### src/rtl/big_split_n.sv
// big_split_n: one-input, D-output packet splitter (D = NOUT network ports
// plus one local core port at index NOUT). Each destination has its own
// DEPTH-entry FIFO, so a stalled consumer only holds up traffic that
// targets it.
//
// Ports
//   CLK        rising-edge clock for all state
//   RESET      synchronous, active-high; empties all FIFOs, clears drop_cnt
//   in_data    W-bit payload
//   in_sel     SW-bit routing control (unicast index + core bit, or a D-bit mask)
//   in_valid   producer offers {in_data, in_sel}
//   in_ready   packet accepted on this edge when in_valid is also high
//   out_data   D*W flattened heads; slice d = [d*W +: W], zero when empty
//   out_valid  per-destination FIFO non-empty
//   out_ready  per-destination consumer ready
//   drop_cnt   saturating count of accepted packets with an illegal select
//   busy       any FIFO holds data
module big_split_n #(
  parameter int W     = 11,
  parameter int NOUT  = 4,
  parameter int DEPTH = 2,
  parameter int MCAST = 0,
  localparam int D    = NOUT + 1,
  localparam int SW   = (MCAST != 0) ? D : $clog2(NOUT) + 1
) (
  input  logic           CLK,
  input  logic           RESET,
  input  logic [W-1:0]   in_data,
  input  logic [SW-1:0]  in_sel,
  input  logic           in_valid,
  output logic           in_ready,
  output logic [D*W-1:0] out_data,
  output logic [D-1:0]   out_valid,
  input  logic [D-1:0]   out_ready,
  output logic [15:0]    drop_cnt,
  output logic           busy
);

  localparam int AW = $clog2(DEPTH);
  localparam int CW = $clog2(DEPTH + 1);

  logic [D-1:0] sel_mask;
  logic         sel_illegal;
  logic [D-1:0] full_vec;
  logic         accept;
  logic [15:0]  drop_q, drop_d;

  // Select decode into a one-hot (unicast) or arbitrary (multicast) mask.
  // An empty mask is the illegal case in both modes.
  if (MCAST != 0) begin : g_mcast
    assign sel_mask = in_sel;
  end else begin : g_ucast
    localparam int IW = SW - 1;
    for (genvar d = 0; d < NOUT; d++) begin : g_dec
      assign sel_mask[d] = ~in_sel[SW-1] & (in_sel[IW-1:0] == IW'(d));
    end
    assign sel_mask[NOUT] = in_sel[SW-1];
  end

  assign sel_illegal = ~|sel_mask;

  // Readiness looks only at registered counts: a pop on a full FIFO this
  // cycle does not open room for a push until the next cycle. This keeps
  // out_ready off the in_ready path. An illegal select is always ready so
  // it can be consumed and counted.
  assign in_ready = ~RESET & ~|(sel_mask & full_vec);
  assign accept   = in_valid & in_ready;

  for (genvar d = 0; d < D; d++) begin : g_dest
    logic [W-1:0]  mem_q [DEPTH];
    logic [AW-1:0] rd_q, rd_d;
    logic [AW-1:0] wr_q, wr_d;
    logic [CW-1:0] cnt_q, cnt_d;
    logic          push, pop, vld;

    assign vld         = (cnt_q != '0);
    assign push        = accept & sel_mask[d];
    assign pop         = vld & out_ready[d];
    assign full_vec[d] = (cnt_q == CW'(DEPTH));

    // DEPTH is a power of two, so pointers wrap by natural overflow.
    always_comb begin
      rd_d  = rd_q;
      wr_d  = wr_q;
      cnt_d = cnt_q;
      if (push) wr_d = wr_q + AW'(1);
      if (pop)  rd_d = rd_q + AW'(1);
      case ({push, pop})
        2'b10:   cnt_d = cnt_q + CW'(1);
        2'b01:   cnt_d = cnt_q - CW'(1);
        default: cnt_d = cnt_q;
      endcase
    end

    always_ff @(posedge CLK) begin
      if (RESET) begin
        rd_q  <= '0;
        wr_q  <= '0;
        cnt_q <= '0;
      end else begin
        rd_q  <= rd_d;
        wr_q  <= wr_d;
        cnt_q <= cnt_d;
      end
    end

    // Storage needs no reset: the output is masked whenever the FIFO is empty.
    always_ff @(posedge CLK) begin
      if (push) mem_q[wr_q] <= in_data;
    end

    assign out_valid[d]        = vld;
    assign out_data[d*W +: W]  = vld ? mem_q[rd_q] : '0;
  end

  always_comb begin
    drop_d = drop_q;
    if (accept && sel_illegal && (drop_q != 16'hFFFF)) drop_d = drop_q + 16'd1;
  end

  always_ff @(posedge CLK) begin
    if (RESET) drop_q <= '0;
    else       drop_q <= drop_d;
  end

  assign drop_cnt = drop_q;
  assign busy     = |out_valid;

endmodule

### config.mk
export PLATFORM = sky130hd
export DESIGN_NAME = big_split_n
export DESIGN_NICKNAME = d
export VERILOG_FILES = /design/src/rtl/big_split_n.sv
export SDC_FILE = /design/constraint.sdc
export NUM_CORES = 1
export LEC_CHECK = 0
export BUFFER_PORTS_ARGS = -buffer_cell sky130_fd_sc_hd__buf_2
export CAP_MARGIN = 20
export CORE_MARGIN = 2
export CORE_UTILIZATION = 41
export DETAILED_ROUTE_END_ITERATION = 12
export SYNTH_ARGS = -nofsm -noshare
export SYNTH_HDL_FRONTEND = slang
export SYNTH_SLANG_ARGS = --single-unit
### constraint.sdc
create_clock -name CLK -period 1.9 [get_ports CLK]
set_clock_uncertainty 0.05 [all_clocks]
set_input_delay 0.38 -clock CLK [delete_from_list [all_inputs] [get_ports CLK]]
set_output_delay 0.38 -clock CLK [all_outputs]
set_load 0.03 [all_outputs]
# [Word level (Yosys, flattened, before mapping)]
# Memories as Yosys holds them, arrays and structs flattened. A register that Yosys moved wholly into a read port is not among the register bits.
# Cells that the tools add are included.
[classes] add_sub_neg=21 eq_ne=19 muxes=30 n_bitwise=19 reduce_logical=18
[ops] op="2-to-1 mux 11 bit" count=5
[ops] op="equality test 2 bit (second input constant)" count=12
[ops] op="2-to-1 mux 1 bit" count=20
[ops] op="case mux 2 bit (2 select lines)" count=5
[ops] op="nonzero test 2 bit" count=10
[ops] op="adder 16 x 1 -> 16 bit (second input constant)" count=1
[ops] op="AND 1 bit" count=16
[ops] op="!= test 16 bit (second input constant)" count=1
[ops] op="OR reduction 5 bit" count=3
[ops] op="equality test 2 x 1 -> 1 bit (second input constant)" count=6
[ops] op="adder 1 bit (second input constant)" count=10
[ops] op="adder 2 x 1 -> 2 bit (second input constant)" count=5
[ops] op="subtractor 2 x 1 -> 2 bit (second input constant)" count=5
[ops] op="AND 5 bit" count=1
[ops] op="logical AND 1 bit" count=2
[ops] op="zero test 1 bit" count=2
[ops] op="zero test 2 bit" count=1
[ops] op="NOT 1 bit" count=2
[totals] regBits=36 ramBits=110 in_bits=22 output_inout_bits=78 elab_cells=128 mem_count=5
[memory_table] memory="g_dest[0].mem_q" depth=2 word_bits=11 rd=1 rd_ports_with_merged_regs=1 write_ports=1 line="70" text="logic [W-1:0] mem_q [DEPTH];"
[memory_table] memory="g_dest[1].mem_q" depth=2 word_bits=11 rd=1 rd_ports_with_merged_regs=1 write_ports=1 line="70"
[memory_table] memory="g_dest[2].mem_q" depth=2 word_bits=11 rd=1 rd_ports_with_merged_regs=1 write_ports=1 line="70"
[memory_table] memory="g_dest[3].mem_q" depth=2 word_bits=11 rd=1 rd_ports_with_merged_regs=1 write_ports=1 line="70"
[memory_table] memory="g_dest[4].mem_q" depth=2 word_bits=11 rd=1 rd_ports_with_merged_regs=1 write_ports=1 line="70"

# [Depth between registers and ports, before layout]
[depth] ltp_word=10 mapped_depth=8 depth_no_buf=6

# [Worst setup path before layout]
# No wires, ideal clock.
[synth_path] kind="input-to-output" start="in in_sel[0]" end="out in_ready" t_arrival_ps=1472 slack_ps=-2 cell_stages=3 cell_sequence="nor2b_1 a21oi_1 a211oi_1"
[synth_between] elab_chain_len=6 elab_cells_between_ends=12 cone_classes="3 x eq/ne; 6 x bitwise; 3 x reduce/logical"
[synth_lines] item="from (decl)" line="29" text="input logic [SW-1:0] in_sel,"
[synth_lines] item="equality test 2 x 1 -> 1 bit, or another cell as far along" line="55" text="assign sel_mask[d] = ~in_sel[SW-1] & (in_sel[IW-1:0] == IW'(d));"
[synth_lines] item="AND 1 bit" line="55"
[synth_lines] item="AND 5 bit (*)" line="66" text="assign in_ready = ~RESET & ~|(sel_mask & full_vec);"
[synth_lines] item="OR reduction 5 bit (*)" line="66"
[synth_lines] item="zero test 1 bit (*)" line="66"
[synth_lines] item="AND 1 bit (*)" line="66"
[synth_lines] item="to (decl)" line="31" text="output logic in_ready,"
# Mark *: on every way between the ends. The rest lies on a longest branch, timed or not.

# [Worst setup path after layout]
[layout_path] start="reg g_dest[0].cnt_q[0]" end="out in_ready"
[layout_between] elab_chain_len=5
[layout_lines] item="from (decl)" line="73" text="logic [CW-1:0] cnt_q, cnt_d;"
[layout_lines] item="from (signal assigned)" line="103" text="cnt_q <= cnt_d;"
[layout_lines] item="equality test 2 bit" line="79" text="assign full_vec[d] = (cnt_q == CW'(DEPTH));"
[layout_lines] item="AND 5 bit" line="66"
[layout_lines] item="OR reduction 5 bit" line="66"
[layout_lines] item="zero test 1 bit" line="66"
[layout_lines] item="AND 1 bit" line="66"
# Every way passes these cells.

==> results.py <==
metrics = {
    "finish": {
        "area_delta_synth_final_pct": 27.2,
        "fin_cells": 749,
        "diodes": 0,
        "finalInstanceArea_um2": 7410,
        "fillers": 1180,
        "final_nets": 583,
        "layout-drive-gt1-share_pct": 33.4,
        "multi_input_area_um2": 1560,
        "layout_commonest_cell": "edfxtp_1",
        "layout_common_cells": "edfxtp_1 (110), buf_2 (88), nor2_1 (77), mux2i_1 (55), buf_4 (33)",
        "seqCellArea_um2": 4150,
    },
    "routing": {
        "wl_mm": 11.2,
        "dr.pass1.iters": 4,
        "vias": 3557,
        "route.antenna.remaining_nets": 0,
        "first_iter_violations": 168,
        "vias_per_cell": 4.75,
        "wl_per_cell_um": 15.0,
        "route.detailed.drc": 0,
    },
    "sta": {
        "hold_viol": 0,
        "period_minus_slack_ns": 1.97,
        "rsz0062_at_grt": "yes",
        "finalMaxSlewViolations": 0,
        "fin_ws_ns": -0.0663,
        "setup_tns_ns": -0.0663,
        "finalSetupViolCount": 1,
        "slew_headroom_pct": 77.7,
        "worst_pin_slew_ns": 0.331,
        "period_share_pct": 103,
        "timing.fmax_ghz": 0.509,
    },
    "pwr": {
        "p_switching_mw": 1.84,
        "combinationalPowerShare_pct": 11.7,
        "cellPowerDensity_nw_per_um2": 1020,
        "power_frac_seq_pct": 48.2,
        "p_int_mw": 5.69,
        "vdd_ir_drop_max_v": 0.000596,
        "leakagePower_nw": 2.88,
        "swShare_pct": 24.5,
        "p_clk_share_pct": 40.1,
    },
    "critical_path": {
        "r2r-start": "g_dest[0].cnt_q[0]",
        "path_class": "flip-flop to output pin",
        "start_kind": "flip-flop",
        "cpMaxStageDelayCell": "a222oi_1",
        "worstSetupEndpointType": "output pin",
        "cp.required_ns": 1.47,
        "crit_start": "g_dest[0].cnt_q[0]",
        "critPathMaxFanout": 2,
        "worstPathArrival_ns": 1.54,
        "crit_path_max_incr_delay_ns": 0.35,
        "cp_cell_sequence": "nand2b_4 > a222oi_1 > a211oi_2 > buf_4",
    },
    "clock_tree": {
        "clk-insertion-delay-late_ns": 0.42,
        "cts_sinks": 151,
        "cts_root_buffer": "clkbuf_16",
        "hold_buffers": 0,
        "cts_buffers": 17,
        "cts-htree-levels": 4,
        "cts_buffer_depth": 2,
        "cts_tree": "done",
        "cts.clk_slew.worst_paths_ns": 0.06,
    },
    "grt": {
        "antenna_found_initial": 0,
        "overflow": 0,
        "grt_pass1_vias": 3428,
        "grt_max_degree": 28,
        "track_usage_pct": 15.9,
        "grt_pass1_wl_mm": 17.6,
    },
    "placed_design": {
        "port-buffer-count": 99,
        "hpwlAfterDp_mm": 7.78,
        "gp_congestion": 0.731,
        "dp.cells": 713,
        "dpl_worst_slack_ns": -0.0393,
        "place_area_um2": 6700,
    },
    "job": {
        "cap_violations": 0,
    },
    "floorplanning": {
        "die_h_um": 123,
        "initial_core_util_pct": 41.9,
        "rows": 43,
        "core_um2": 13900,
        "dieArea_um2": 15200,
        "die_x_um": 123,
        "boundaryPins": 100,
    },
    "yosys": {
        "yosys.area_share.adder_pct": 1.07,
        "synth_top_area_share_pct": 56.7,
        "ys_ff_latch": 151,
        "yosysWarnings": 0,
        "syn-instance-count": 424,
        "synthMuxAreaShare_pct": 9.46,
        "synth_nets": 451,
        "synth_area_um2": 5820,
        "yosys.area.top_type": "edfxtp_1",
        "ys.flop_type": "edfxtp_1",
        "synthArstFlopShare_pct": 0,
        "synthTopCellsByArea": "edfxtp_1 (57%), dfxtp_1 (14%), mux2i_1 (9.5%), nor2_1 (5.3%), nor2b_1 (2.1%)",
        "syn_avg_cell_area_um2": 13.7,
        "synth_compound_area_share_pct": 2.84,
        "synth_top_family_by_area": "simple AND/OR/NAND/NOR gates",
        "yosysSeqAreaShare_pct": 70.8,
        "synth-xor-area-share_pct": 2.26,
        "synthSimpleGateAreaFrac_pct": 10.2,
        "synth_edf_count": 110,
        "synth_cell_types": 29,
    },
    "status": {
        "status": "complete, but fails checks",
        "violations": "negative setup slack",
    },
    "hold_path": {
        "min_path_type": "input port to flip-flop",
        "hp-start": "in_data[4]",
    },
}
-- through the flow --
stage | util [%] | total power [mW] | hold WS, ns
global route | 53.4 | 7.82 | 0.243
floorplan | - | 4.26 | 0.398
finish | 53.4 | 7.53 | 0.238
CTS | 53.0 | 7.59 | 0.230
detailed placement | 48.3 | 4.54 | 0.404
global placement | 48.3 | 4.52 | 0.398
-- worst max-delay path: cells and delay by family (launching register included) --
kind / cells / cell delay [ns]
flops: 1 / 0.34
buf+inv: 1 / 0.18
simple gates: 1 / 0.14
compound gates: 2 / 0.47
-- worst paths after layout --
check,endpoint,slack (ns),depth (start not counted)
max reg2reg,g_dest[0].cnt_q[1],0.15,7
max,in_ready,-0.07,4
min,g_dest[4].mem_q[0][4],0.24,1
min reg2reg,drop_cnt[0],0.41,1
-- repair_timing --
item                                    4_1_cts  5_1_grt
gates resized for setup                      31       19
setup buffers                                 3        1
endpoints found under the hold margin         0        0
endpoints found under the setup margin       40       42
pin swaps                                     2        0
-- cells by family (layout without fill, tap and decap cells) --
group,Yosys count,count (layout)
flops,151,151
simple gates,128,128
mux,55,55
buf+inv,42,187
compound gates,28,28
xor+xnor,15,15
fa+ha+maj,5,5
-- flip-flops by register name, summed over array words and instances (netlist names), named ones only --
| name | cells |
|---|---|
| drop_cnt | 16 |
| g_dest.cnt_q | 10 |
| g_dest.mem_q | 110 |
| g_dest.rd_q | 5 |
| g_dest.wr_q | 5 |
-- metal layers --
layer	vias up	share of wire [%]	track usage [%]
met5	-	0	0
met4	0	1.8	6.39
met3	17	4.6	4.43
met2	90	50	26.1
met1	1693	44	19.8
li1	1757	-	-
-- power by group through the flow --
stage	Clock [mW]	Sequential [mW]	Combinational, mW
6_report	3.02	3.63	0.881
3_3_place_gp	0	3.69	0.831
3_5_place_dp	0	3.69	0.847
5_1_grt	3.23	3.63	0.959
4_1_cts	3.07	3.62	0.888
2_1_floorplan	0	3.69	0.572
-- synthesized netlist by cell type (6+ instances only) --
cell type	n
nor2_1	82
buf_4	6
edfxtp_1	110
dfxtp_1	41
xor2_1	10
o21ai_0	10
clkbuf_1	9
nor2b_1	20
mux2i_1	55
nand3_1	6
inv_1	21
a21oi_1	11
-- area by class of cell --
class | instances | area share [%]
sequential | 151 | 56.0
multi-input combinational | 231 | 21.1
timing repair buffer | 134 | 11.5
clock buffer | 18 | 5.79
tap | 180 | 3.04
clock inverter | 14 | 1.50
inverter | 21 | 1.06
No activity file was read; power rests on OpenSTA's default activity.
